[src/rtl/pipe_adder_if.sv]
// pipe_adder_if: operand/result valid-ready bundle for pipe_adder.
// The sub signal exists only when PIPE_ADDER_SUB_EN is defined.
interface pipe_adder_if #(parameter int WIDTH = 16);
    logic             in_valid;
    logic             in_ready;
    logic [WIDTH-1:0] a;
    logic [WIDTH-1:0] b;
    logic             cin;
    logic             out_valid;
    logic             out_ready;
    logic [WIDTH-1:0] sum;
    logic             cout;
    logic             ovf;
`ifdef PIPE_ADDER_SUB_EN
    logic             sub;
    modport slave  (input  in_valid, a, b, cin, sub, out_ready,
                    output in_ready, out_valid, sum, cout, ovf);
    modport master (output in_valid, a, b, cin, sub, out_ready,
                    input  in_ready, out_valid, sum, cout, ovf);
`else
    modport slave  (input  in_valid, a, b, cin, out_ready,
                    output in_ready, out_valid, sum, cout, ovf);
    modport master (output in_valid, a, b, cin, out_ready,
                    input  in_ready, out_valid, sum, cout, ovf);
`endif
endinterface

[src/rtl/pipe_adder.sv]
// pipe_adder: SEG-bit-per-stage pipelined adder with valid/ready and a global stall.
// Optional subtract mode (a - b - !cin) when PIPE_ADDER_SUB_EN is defined.
module pipe_adder #(
    parameter int WIDTH = 16,
    parameter int SEG   = 4
) (
    input logic           clk,
    input logic           rst_n,
    pipe_adder_if.slave   bus
);
    localparam int STAGES = WIDTH / SEG;
    localparam int L      = STAGES - 1;
    if (WIDTH < 1 || SEG < 1 || WIDTH % SEG != 0) begin : g_bad_cfg
        $error("pipe_adder: WIDTH must be >= 1 and a multiple of SEG");
    end
    logic [WIDTH-1:0] a_q [STAGES];
    logic [WIDTH-1:0] b_q [STAGES];
    logic [WIDTH-1:0] s_q [STAGES];
    logic [STAGES-1:0] v_q, c_q;
    logic [WIDTH-1:0] a_p [STAGES];
    logic [WIDTH-1:0] b_p [STAGES];
    logic [WIDTH-1:0] s_p [STAGES];
    logic [WIDTH-1:0] s_d [STAGES];
    logic [STAGES-1:0] v_p, c_p, c_d;
    logic [SEG:0]     t;
    logic [WIDTH-1:0] b_eff;
    logic             adv;
`ifdef PIPE_ADDER_SUB_EN
    assign b_eff = bus.sub ? ~bus.b : bus.b;
`else
    assign b_eff = bus.b;
`endif
    assign adv          = !v_q[L] || bus.out_ready;
    assign bus.in_ready = adv;
    assign bus.out_valid = v_q[L];
    assign bus.sum      = s_q[L];
    assign bus.cout     = c_q[L];
    assign bus.ovf      = (a_q[L][WIDTH-1] == b_q[L][WIDTH-1]) && (s_q[L][WIDTH-1] != a_q[L][WIDTH-1]);
    // Stage k sees the previous stage's registers (stage 0 sees the input beat) and fills segment k.
    always_comb begin
        t      = '0;
        a_p[0] = bus.a;
        b_p[0] = b_eff;
        s_p[0] = '0;
        c_p[0] = bus.cin;
        v_p[0] = bus.in_valid;
        for (int k = 1; k < STAGES; k++) begin
            a_p[k] = a_q[k-1];
            b_p[k] = b_q[k-1];
            s_p[k] = s_q[k-1];
            c_p[k] = c_q[k-1];
            v_p[k] = v_q[k-1];
        end
        for (int k = 0; k < STAGES; k++) begin
            t = {1'b0, a_p[k][k*SEG +: SEG]} + {1'b0, b_p[k][k*SEG +: SEG]} + {{SEG{1'b0}}, c_p[k]};
            s_d[k] = s_p[k];
            s_d[k][k*SEG +: SEG] = t[SEG-1:0];
            c_d[k] = t[SEG];
        end
    end
    always_ff @(posedge clk or negedge rst_n) begin
        if (!rst_n) begin
            v_q <= '0;
            c_q <= '0;
            for (int k = 0; k < STAGES; k++) begin
                a_q[k] <= '0;
                b_q[k] <= '0;
                s_q[k] <= '0;
            end
        end else if (adv) begin
            v_q <= v_p;
            c_q <= c_d;
            for (int k = 0; k < STAGES; k++) begin
                a_q[k] <= a_p[k];
                b_q[k] <= b_p[k];
                s_q[k] <= s_d[k];
            end
        end
    end
endmodule

[src/flat_wrapper.sv]
// flat-port wrapper written by rule: the top's interface ports become plain ports
module pipe_adder_flat 
#(
    parameter int WIDTH = 16,
    parameter int SEG   = 4
)
  (clk, rst_n, bus_in_valid, bus_a, bus_b, bus_cin, bus_out_ready, bus_in_ready, bus_out_valid, bus_sum, bus_cout, bus_ovf);
  pipe_adder_if #(.WIDTH(WIDTH)) bus_i ();
  input logic clk;
  input logic rst_n;
  input wire logic [$bits(bus_i.in_valid)-1:0] bus_in_valid;
  input wire logic [$bits(bus_i.a)-1:0] bus_a;
  input wire logic [$bits(bus_i.b)-1:0] bus_b;
  input wire logic [$bits(bus_i.cin)-1:0] bus_cin;
  input wire logic [$bits(bus_i.out_ready)-1:0] bus_out_ready;
  output wire logic [$bits(bus_i.in_ready)-1:0] bus_in_ready;
  output wire logic [$bits(bus_i.out_valid)-1:0] bus_out_valid;
  output wire logic [$bits(bus_i.sum)-1:0] bus_sum;
  output wire logic [$bits(bus_i.cout)-1:0] bus_cout;
  output wire logic [$bits(bus_i.ovf)-1:0] bus_ovf;
  assign bus_i.in_valid = bus_in_valid;
  assign bus_i.a = bus_a;
  assign bus_i.b = bus_b;
  assign bus_i.cin = bus_cin;
  assign bus_i.out_ready = bus_out_ready;
  assign bus_in_ready = bus_i.in_ready;
  assign bus_out_valid = bus_i.out_valid;
  assign bus_sum = bus_i.sum;
  assign bus_cout = bus_i.cout;
  assign bus_ovf = bus_i.ovf;
  pipe_adder #(.WIDTH(WIDTH), .SEG(SEG)) u_core (.clk(clk), .rst_n(rst_n), .bus(bus_i));
endmodule
[config.mk]
export PLATFORM = sky130hd
export DESIGN_NAME = pipe_adder_flat
export DESIGN_NICKNAME = d
export VERILOG_FILES = /design/src/rtl/pipe_adder_if.sv /design/src/rtl/pipe_adder.sv /design/src/flat_wrapper.sv
export SDC_FILE = /design/constraint.sdc
export NUM_CORES = 1
export LEC_CHECK = 0
export CAP_MARGIN = 10
export CORE_MARGIN = 3
export CORE_UTILIZATION = 40
export DETAILED_ROUTE_END_ITERATION = 8
export GPL_TIMING_DRIVEN = 0
export PLACE_DENSITY = 0.66
export SLEW_MARGIN = 40
export SYNTH_ARGS = -nofsm -noshare
export SYNTH_HDL_FRONTEND = slang
export SYNTH_SLANG_ARGS = --single-unit
[constraint.sdc]
create_clock -name clk -period 1.55 [get_ports clk]
set_clock_uncertainty 0.1 [all_clocks]
set_input_delay 0.31 -clock clk [delete_from_list [all_inputs] [get_ports clk]]
set_output_delay 0.31 -clock clk [all_outputs]
set_load 0.01 [all_outputs]
==> metrics.md, run 1 <==
| Metric | Value |
|---|---|
| Status | `finished, violations left` |
| Failing checks | `setup timing` |
| Synth cell count leaders | `nand2_1 (236), dfrtp_1 (98), o21ai_0 (18)` |
| CP delay by family, top | `adder cells` |
| Routed WL | `8410 µm` |
| Worst Hold Class | `input pin to async pin` |
| Final global-route overflow total | `0` |
| Ranking of synthesized cells by area | `dfrtp_1 (58%), nand2_1 (21%), fa_1 (3.8%), ha_1 (3.6%), o21ai_0 (2.1%)` |
| Largest net degree at the start of global routing | `76` |
| Clock buffer count from CTS | `9` |
| CTS Sinks | `98` |
| Vias | `3,044` |
| Synthesis-to-finish area growth | `25.7%` |
| RSZ-0062 raised after global routing | `yes` |
| Unique masters post-synth | `24` |
| Die area | `0.0118 mm²` |
| HPWL after DPL | `5920 µm` |
| Rows | `36` |
| CP max-delay cell | `fa_2` |
| Synth Area in Adders | `7.39%` |
| Async SR Flop Fraction | `100%` |
| Critical Path AT | `1.86 ns` |
| First-pass DRT Iterations | `4` |
| Multiplexer area fraction after synthesis | `0%` |
| Initial antenna violation count | `0` |
| Layout cells sized above 1 | `13.8%` |
| Largest family of logic cells by synthesized area | `simple AND/OR/NAND/NOR gates` |
| XOR/XNOR Fraction of Synth Area | `1.04%` |
| Final hold violations | `0` |
| Starting density of the core | `42.0%` |
| Vias per inst | `4.56` |
| Post-Syn Area per Cell | `9.26 µm²` |
| Placed Instance Area | `0.00498 mm²` |
| Power Dens Cells | `1820 mW/mm²` |
| Crit-path most repeated cell | `fa_2` |
| Rel. slew slack | `75.5%` |
| Core footprint | `0.0100 mm²` |
| Finished Cell Area | `0.00528 mm²` |
| Clock Latency Late Sink | `0.35 ns` |
| CP Capture Type | `flip-flop` |
| Diodes inserted | `0` |
| Net count, final | `587` |
| Worst Setup Start Kind | `flip-flop` |
| Vias in the first global route | `2,993` |
| Max FO, Critical Path | `2` |
| Cell count after synthesis | `453` |
| Worst setup path class | `flip-flop to flip-flop` |
| Reg clk slew, reported paths | `0.10 ns` |
| Simple-Gate Fraction of Synth Area | `23.3%` |
| Buf+Inv Stages, Crit Path | `1` |
| Synth top area share | `58.4%` |
| Max Slew Vio Count | `0` |
| Yosys warns | `0` |
| IO buf count | `56` |
| Post-synthesis compound-gate area fraction | `5.25%` |
| Worst-Margin Slew | `0.367 ns` |
| Global placer's final weighted congestion | `0.745` |
| First-pass GRT wire length | `14,300 µm` |
| Antenna-violating nets left | `0` |
| Wirelength per Cell | `12.6 µm` |
| Power Total | `9.62 mW` |
| CP cell instances | `inv_2 -> fa_2 -> fa_2 -> nor2b_2 -> o21ai_1 -> a21oi_1` |
| Seq/Total Area, Yosys | `58.4%` |
| Fmax | `0.597 GHz` |
| Drc violations | `0` |
| Final period util | `108%` |
| Post-synth EDFFs | `0` |
| I/O Pins | `57` |
| Seq cells post-synth | `98` |
| Max-cap check violation count | `0` |
| CP peak stage delay | `0.39 ns` |
| CTS Root Cell | `clkbuf_8` |
| H-tree levels | `3` |
| Cell area after synthesis | `0.00420 mm²` |
| Worst EP required | `1.73 ns` |
| Global Route Usage Sum | `15.4%` |
| PnR worst setup slack | `-0.126 ns` |
| Final setup viols | `10` |
| Commonest register cell after synthesis | `dfrtp_1` |
| DR iter-0 viols | `101` |
| Clk buf depth | `2` |
| Leakage Power | `2.74 nW` |
| Die Span Y | `108 µm` |
| Syn Nets | `510` |
| Peak supply drop | `594 µV` |
| Count leader, synth | `nand2_1` |
| Leading area contributor after synthesis | `dfrtp_1` |
| Final Critical Period | `1.68 ns` |
| Chip Width | `108 µm` |
| CTS tree | `done` |
[flip-flops by register name, summed over array words and instances, names as in the netlist]
name and cells:
u_core.a_p 24, u_core.bus.sum 16, u_core.a_q 1, u_core.s_d 24, u_core.b_q 1, u_core.b_p 24, u_core.v_q 4, u_core.c_q 4
[per-stage QoR]
stage | hold slack [ns] | worst slack (ns) | TNS, ns | util, % | std cells
detailed placement | 0.0631 | -0.775 | -13.23 | 49.8 | 643
finish | 0.271 | -0.126 | -0.438 | 52.8 | 668
global placement | 0.342 | -3.48 | -352.06 | 49.5 | 642
CTS | 0.260 | -0.120 | -0.493 | 52.1 | 663
floorplan | -0.0856 | -0.0754 | -0.102 | - | 453
global route | 0.266 | -0.238 | -1.47 | 52.8 | 668
[layout by cell type (no fill, tap or decap), drive strengths merged]
cell type	count
fa	8
o31ai	1
a21o	4
buf	30
inv	15
dlygate4sd3	1
a22oi	1
nor2	12
dfrtp	98
clkinv	2
nor2b	5
nor3	1
nand2b	1
clkinvlp	4
xor2	4
clkdlybuf4s15	1
clkdlybuf4s50	29
ha	12
o21ai	20
dlymetal6s2s	3
dlygate4sd2	18
a21oi	12
xnor2	1
o21a	2
clkbuf	14
nand2	236
[power breakdown]
group,internal (mW),total [mW],leakage [nW],switching (mW)
Clock,0.594,1.50,0.0794,0.903
Combinational,1.79,3.85,1.47,2.07
Sequential,3.66,4.27,1.18,0.603
Total,6.04,9.62,2.74,3.57
[layout make-up]
cell class,instances,area [µm²]
fill,988,4720
sequential,98,2450
multi-input combinational,320,1610
timing repair buffer,68,669
tap,133,166
buffer,19,135
clock buffer,9,124
inverter,14,65.1
clock inverter,7,55.1
[metal layers]
layer	vias up	GRT usage [%]	share of wire (%)
met3	3	2.99	4.5
met2	57	24.7	47
met1	1432	21.6	48
met5	-	0	0
li1	1552	-	-
met4	0	4.24	0.32
[cells by family after synthesis]
logic type	count (synthesis)
AO/OA/AOI/OAI	40
XOR/XNOR	5
AND/OR/NAND/NOR	255
buffers and inverters	35
adder cells (fa/ha/maj)	20
flip-flops	98
[what timing repair did]
item                       CTS  global route
setup endpoints to repair   36            39
hold buffers                 1             0
hold endpoints to repair    23             0
pin swaps                   11            12
buffers inserted             5             5
resized for setup           51            20
[path summary, 6_finish.rpt]
path,from,endpoint,slack [ns],cells after the start
min in group clk,bus_b[0],u_core.s_d[32],0.27,4
max in group asynchronous,rst_n,u_core.a_p[39],0.48,3
worst max-delay path,u_core.b_p[12],u_core.c_q[3],-0.13,6
worst max register to register,u_core.b_p[12],u_core.c_q[3],-0.13,6
worst min-delay path,rst_n,u_core.bus.sum[9],0.27,2
worst min register to register,u_core.v_q[2],u_core.v_q[2],0.37,2
(Power assumes the default switching activity.)
==> inputs of run 2 (changes only) <==
- CORE_MARGIN: 3 -> 2
==> metrics.md, run 2 (synthesized netlist as in run 1, its figures left out) <==
| Metric | Value |
|---|---|
| Final hold violations | `0 (unchanged)` |
| Global placer's final weighted congestion | `0.770 (+3.5%)` |
| CP Capture Type | `flip-flop` |
| Vias in the first global route | `3,039 (+1.5%)` |
| H-tree levels | `3 (unchanged)` |
| CTS Sinks | `98 (unchanged)` |
| Vias | `3,017 (-0.89%)` |
| Crit-path most repeated cell | `fa_2` |
| Antenna-violating nets left | `0 (unchanged)` |
| CP max-delay cell | `fa_2` |
| Core footprint | `0.0103 mm² (+2.8%)` |
| Max Slew Vio Count | `0 (unchanged)` |
| I/O Pins | `57 (unchanged)` |
| Clock power frac | `19.8% (+4.2 points)` |
| Fill count | `937 (-5.2%)` |
| Rows | `37 (+2.8%)` |
| Combinational power share | `37.9% (-2.2 points)` |
| CP peak stage delay | `0.41 ns (+0.02 ns)` |
| CTS tree | `done` |
| DR iter-0 viols | `168 (+66%)` |
| NetSw | `3.55 mW (-0.51%)` |
| Critical Path AT | `1.87 ns (about the same)` |
| IO buf count | `56 (unchanged)` |
| Worst EP required | `1.74 ns (about the same)` |
| Placed Instance Area | `0.00498 mm² (about the same)` |
| PnR worst setup slack | `-0.131 ns (-0.00474 ns)` |
| CP cell instances | `inv_2 -> fa_2 -> fa_2 -> nor2b_2 -> o21ai_1 -> a21oi_1` |
| Final non-filler cell total | `671 (+0.45%)` |
| Net count, final | `587 (unchanged)` |
| Core Util, Final | `52.0% (-0.76 points)` |
| CTS Root Cell | `clkbuf_8` |
| Clock buffer count from CTS | `9 (unchanged)` |
| Global Route Usage Sum | `16.1% (+0.68 points)` |
| Pre-CTS WS | `-0.761 ns (+0.0144 ns)` |
| Routed WL | `8400 µm (-0.15%)` |
| Synthesis-to-finish area growth | `27.4%` |
| Final Critical Period | `1.68 ns (+0.00474 ns)` |
| Seq pwr share | `42.2% (-2.2 points)` |
| Reg clk slew, reported paths | `0.10 ns (about the same)` |
| Wirelength per Cell | `12.5 µm (-0.60%)` |
| Die area | `0.0113 mm² (-3.7%)` |
| Placed cell count | `646 (+0.47%)` |
| Peak supply drop | `631 µV (+6.3%)` |
| Worst setup path class | `flip-flop to flip-flop` |
| Starting density of the core | `40.8% (-1.1 points)` |
| Worst Hold Class | `input pin to async pin` |
| Diodes inserted | `0 (unchanged)` |
| Power Total | `10.1 mW (+5.1%)` |
| Max FO, Critical Path | `2 (unchanged)` |
| Finished Cell Area | `0.00535 mm² (+1.3%)` |
| Final global-route overflow total | `0 (unchanged)` |
| HPWL after DPL | `5780 µm (-2.4%)` |
| Leakage Power | `2.76 nW (+0.74%)` |
| Clock Latency Late Sink | `0.37 ns (+0.02 ns)` |
| Worst Setup Start Kind | `flip-flop` |
| First-pass DRT Iterations | `4 (unchanged)` |
| Die Span Y | `106 µm (-1.8%)` |
| Power Dens Cells | `1890 mW/mm² (+3.8%)` |
| Rel. slew slack | `74.8% (-0.70 points)` |
| P_int | `6.56 mW (+8.5%)` |
| Fmax | `0.595 GHz (-0.28%)` |
| Drc violations | `0 (unchanged)` |
| First-pass GRT wire length | `14,200 µm (-0.38%)` |
| Status | `finished, violations left` |
| Initial antenna violation count | `0 (unchanged)` |
| Layout cells sized above 1 | `13.6% (-0.19 points)` |
| Failing checks | `setup timing` |
| Net Sw Frac | `35.2% (-2.0 points)` |
| Max-cap check violation count | `0 (unchanged)` |
| Vias per inst | `4.50 (-1.3%)` |
| RSZ-0062 raised after global routing | `yes` |
| Largest net degree at the start of global routing | `77 (+1.3%)` |
| Chip Width | `106 µm (-1.8%)` |
| Worst-Margin Slew | `0.378 ns (+0.0106 ns)` |
| Commonest non-fill, non-tap cell in the layout | `nand2_1` |
| Final setup viols | `10 (unchanged)` |
| Most frequent cells in the layout | `nand2_1 (236), dfrtp_1 (98), clkdlybuf4s50_1 (31), dlygate4sd2_1 (21)` |
| Final period util | `108% (+0.31 points)` |
| Clk buf depth | `2 (unchanged)` |
## run 2: area by class of cell
class | instances | area, µm² | area share (%)
Buffer | 19 | 133 | 2.48
Clock buffer | 10 | 138 | 2.57
Clock inverter | 6 | 113 | 2.11
Inverter | 14 | 65.1 | 1.22
Multi-Input combinational cell | 320 | 1610 | 30.1
Sequential cell | 98 | 2450 | 45.9
Tap cell | 136 | 170 | 3.18
Timing Repair Buffer | 68 | 664 | 12.4
## run 2: power groups by stage
stage	registers [mW]	logic, mW	clock network [mW]
2_1_floorplan	4.29	2.32	0
3_3_place_gp	4.30	3.57	0
3_5_place_dp	4.33	3.70	0
4_1_cts	4.28	3.77	2.04
5_1_grt	4.42	4.38	2.16
6_report	4.27	3.83	2.01
## run 2: worst paths after layout
kind	slack [ns]	endpoint	startpoint	depth (start not counted)
worst min register to register	0.36	u_core.bus.sum[10]	u_core.bus.sum[10]	2
worst min-delay path	0.26	u_core.b_p[26]	rst_n	2
worst max-delay path	-0.13	u_core.c_q[3]	u_core.b_p[12]	6
max in group asynchronous	0.48	u_core.b_p[36]	rst_n	3
worst max register to register	-0.13	u_core.c_q[3]	u_core.b_p[12]	6
min in group clk	0.36	u_core.bus.sum[10]	u_core.bus.sum[10]	2
## run 2: routing by layer
| layer | share of wire, % | vias to the layer above | GRT usage [%] |
|---|---|---|---|
| met5 | 0 | - | 0 |
| met4 | 1.4 | 0 | 6.31 |
| met3 | 3.3 | 7 | 2.94 |
| met2 | 46 | 47 | 26.6 |
| met1 | 49 | 1405 | 21.1 |
| li1 | - | 1558 | - |
## run 2: what timing repair did
item	in CTS	in global routing
pin swaps	16	6
hold buffers	1	0
cloned	0	0
setup buffers	7	3
hold endpoints to repair	28	0
gates resized for setup	57	9
endpoints found under the setup margin	35	49
## run 2: metrics by stage
stage / hold slack [ns] / setup TNS (ns)
after floorplan: -0.0856 / -0.102
after global placement: 0.343 / -354.70
after detailed placement: 0.0593 / -13.00
after CTS: 0.251 / -0.609
after global routing: 0.264 / -1.39
final: 0.261 / -0.537
## run 2: worst max-delay path: cells and delay by family, from the launching register on
family / cells / cell delay, ns
fa+ha+maj: 2 / 0.77
compound gates: 2 / 0.20
simple gates: 1 / 0.15
flops: 1 / 0.35
buf+inv: 1 / 0.05
==> inputs of run 3 (changes only) <==
==> constraint.sdc (replaced) <==
create_clock -name clk -period 1.55 [get_ports clk]
set_clock_uncertainty 0.1 [all_clocks]
set_input_delay 0.465 -clock clk [delete_from_list [all_inputs] [get_ports clk]]
set_output_delay 0.465 -clock clk [all_outputs]
set_load 0.01 [all_outputs]
==> metrics.md, run 3 (synthesized netlist as in run 1, its figures left out) <==
| Metric | Value |
|---|---|
| Status | `finished, violations left` |
| Failing checks | `setup timing` |
| H-tree levels | `3 (unchanged)` |
| Final setup viols | `12 (+2)` |
| Worst EP required | `0.98 ns (-0.76 ns)` |
| Most frequent cells in the layout | `nand2_1 (236), dfrtp_1 (98), buf_2 (30), clkdlybuf4s50_1 (29), buf_4 (17)` |
| Global placer's final weighted congestion | `0.783 (+1.6%)` |
| Wirelength per Cell | `12.6 µm (+0.49%)` |
| Core Util, Final | `50.9% (-1.2 points)` |
| I/O Pins | `57 (unchanged)` |
| Fill count | `1,002 (+6.9%)` |
| Net count, final | `593 (+1.0%)` |
| Clk buf depth | `2 (unchanged)` |
| Chip Width | `106 µm (unchanged)` |
| Register area | `0.00245 mm² (unchanged)` |
| Hold_ws | `0.362 ns (+0.102 ns)` |
| Rel. slew slack | `76.5% (+1.7 points)` |
| Multi-input gate area | `0.00162 mm² (+0.78%)` |
| HPWL after DPL | `5970 µm (+3.3%)` |
| Worst Hold Class | `flip-flop to flip-flop` |
| Clock Latency Late Sink | `0.37 ns (about the same)` |
| Layout cells sized above 1 | `18.0% (+4.3 points)` |
| Worst Setup Start Kind | `flip-flop` |
| Reg clk slew, reported paths | `0.08 ns (-0.02 ns)` |
| Power Dens Cells | `1840 mW/mm² (-2.6%)` |
| Clock buffer count from CTS | `9 (unchanged)` |
| Die area | `0.0113 mm² (unchanged)` |
| Commonest non-fill, non-tap cell in the layout | `nand2_1` |
| Worst setup path class | `flip-flop to output pin` |
| Critical Path AT | `1.14 ns (-0.73 ns)` |
| Die Span Y | `106 µm (unchanged)` |
| Peak supply drop | `626 µV (-0.81%)` |
| Vias in the first global route | `3,123 (+2.8%)` |
| Vias per inst | `4.59 (+2.2%)` |
| Largest net degree at the start of global routing | `72 (-6.5%)` |
| Pre-CTS WS | `-1.09 ns (-0.325 ns)` |
| Leakage Power | `2.71 nW (-1.7%)` |
| IO buf count | `56 (unchanged)` |
| First-pass GRT wire length | `14,500 µm (+1.6%)` |
| Routed WL | `8510 µm (+1.2%)` |
| Synthesis-to-finish area growth | `24.5%` |
| RSZ-0062 raised after global routing | `yes` |
| Fmax | `0.585 GHz (-1.6%)` |
| Final global-route overflow total | `0 (unchanged)` |
| Worst-Margin Slew | `0.352 ns (-0.0257 ns)` |
| Max-cap check violation count | `0 (unchanged)` |
| Starting density of the core | `40.8% (unchanged)` |
| CTS Root Cell | `clkbuf_8` |
| Max Slew Vio Count | `0 (unchanged)` |
| Diodes inserted | `0 (unchanged)` |
| DR iter-0 viols | `131 (-22%)` |
| CTS tree | `done` |
| Initial antenna violation count | `0 (unchanged)` |
| Global Route Usage Sum | `16.3% (+0.15 points)` |
| Drc violations | `0 (unchanged)` |
| Antenna-violating nets left | `0 (unchanged)` |
| PnR worst setup slack | `-0.159 ns (-0.0275 ns)` |
| CP Capture Type | `output pin` |
| Post-Route Setup TNS | `-0.729 ns (-0.192 ns)` |
| CTS Sinks | `98 (unchanged)` |
| Rows | `37 (unchanged)` |
| Max FO, Critical Path | `3 (+1)` |
| Core footprint | `0.0103 mm² (unchanged)` |
| First-pass DRT Iterations | `5 (+1)` |
| Vias | `3,105 (+2.9%)` |
| Final period util | `110% (+1.8 points)` |
| Final Critical Period | `1.71 ns (+0.0275 ns)` |
| Final hold violations | `0 (unchanged)` |
-- run 3: path summary, 6_finish.rpt --
| check | startpoint | end | slack, ns | cells past startpoint |
|---|---|---|---|---|
| max in group asynchronous | rst_n | u_core.bus.sum[9] | 0.33 | 3 |
| setup / recovery | u_core.v_q[3] | bus_in_ready | -0.16 | 4 |
| setup reg to reg | u_core.c_q[2] | u_core.c_q[3] | -0.11 | 6 |
| hold / removal | u_core.v_q[2] | u_core.v_q[2] | 0.36 | 2 |
| hold reg to reg | u_core.v_q[2] | u_core.v_q[2] | 0.36 | 2 |
| min in group asynchronous | rst_n | u_core.a_p[37] | 0.42 | 2 |
-- run 3: routing by layer --
layer | GRT usage [%] | up-vias | wire, µm
li1 | - | 1559 | -
met4 | 5.75 | 0 | 162
met1 | 21.1 | 1475 | 3820
met5 | 0 | - | 0
met3 | 4.54 | 13 | 410
met2 | 26.3 | 58 | 4110
-- run 3: metrics by stage --
step                power (mW)  instance area [µm²]  std cells
floorplan                 6.62                 4220        453
global placement          7.88                 4950        645
detailed placement        8.06                 4990        646
CTS                       9.70                 5200        675
global route              10.5                 5230        676
finish                    9.63                 5230        676
-- run 3: critical path: stages, from the launching register on --
cell and delay, ns:
dfrtp_1 0.38, nor2b_4 0.12, buf_6 0.12, inv_6 0.06, buf_6 0.09
-- run 3: cell type report --
class / instances / area share, %
sequential: 98 / 46.9
multi-input combinational: 320 / 31.1
timing repair buffer: 73 / 11.8
tap: 136 / 3.26
clock buffer: 13 / 3.04
buffer: 20 / 2.61
inverter: 14 / 1.10
clock inverter: 2 / 0.239
-- run 3: where the power goes --
part	internal [mW]	switching [mW]	leakage [nW]
clock	0.662	0.823	0.0855
sequential	3.66	0.604	1.18
combinational	1.77	2.10	1.44
-- run 3: timing repair --
| action | 4_1_cts | 5_1_grt |
|---|---|---|
| hold buffers | 1 | 0 |
| buffers inserted | 13 | 2 |
| setup endpoints to repair | 39 | 38 |
| endpoints found under the hold margin | 27 | 0 |
| resized for setup | 116 | 11 |
| pin swaps | 17 | 8 |
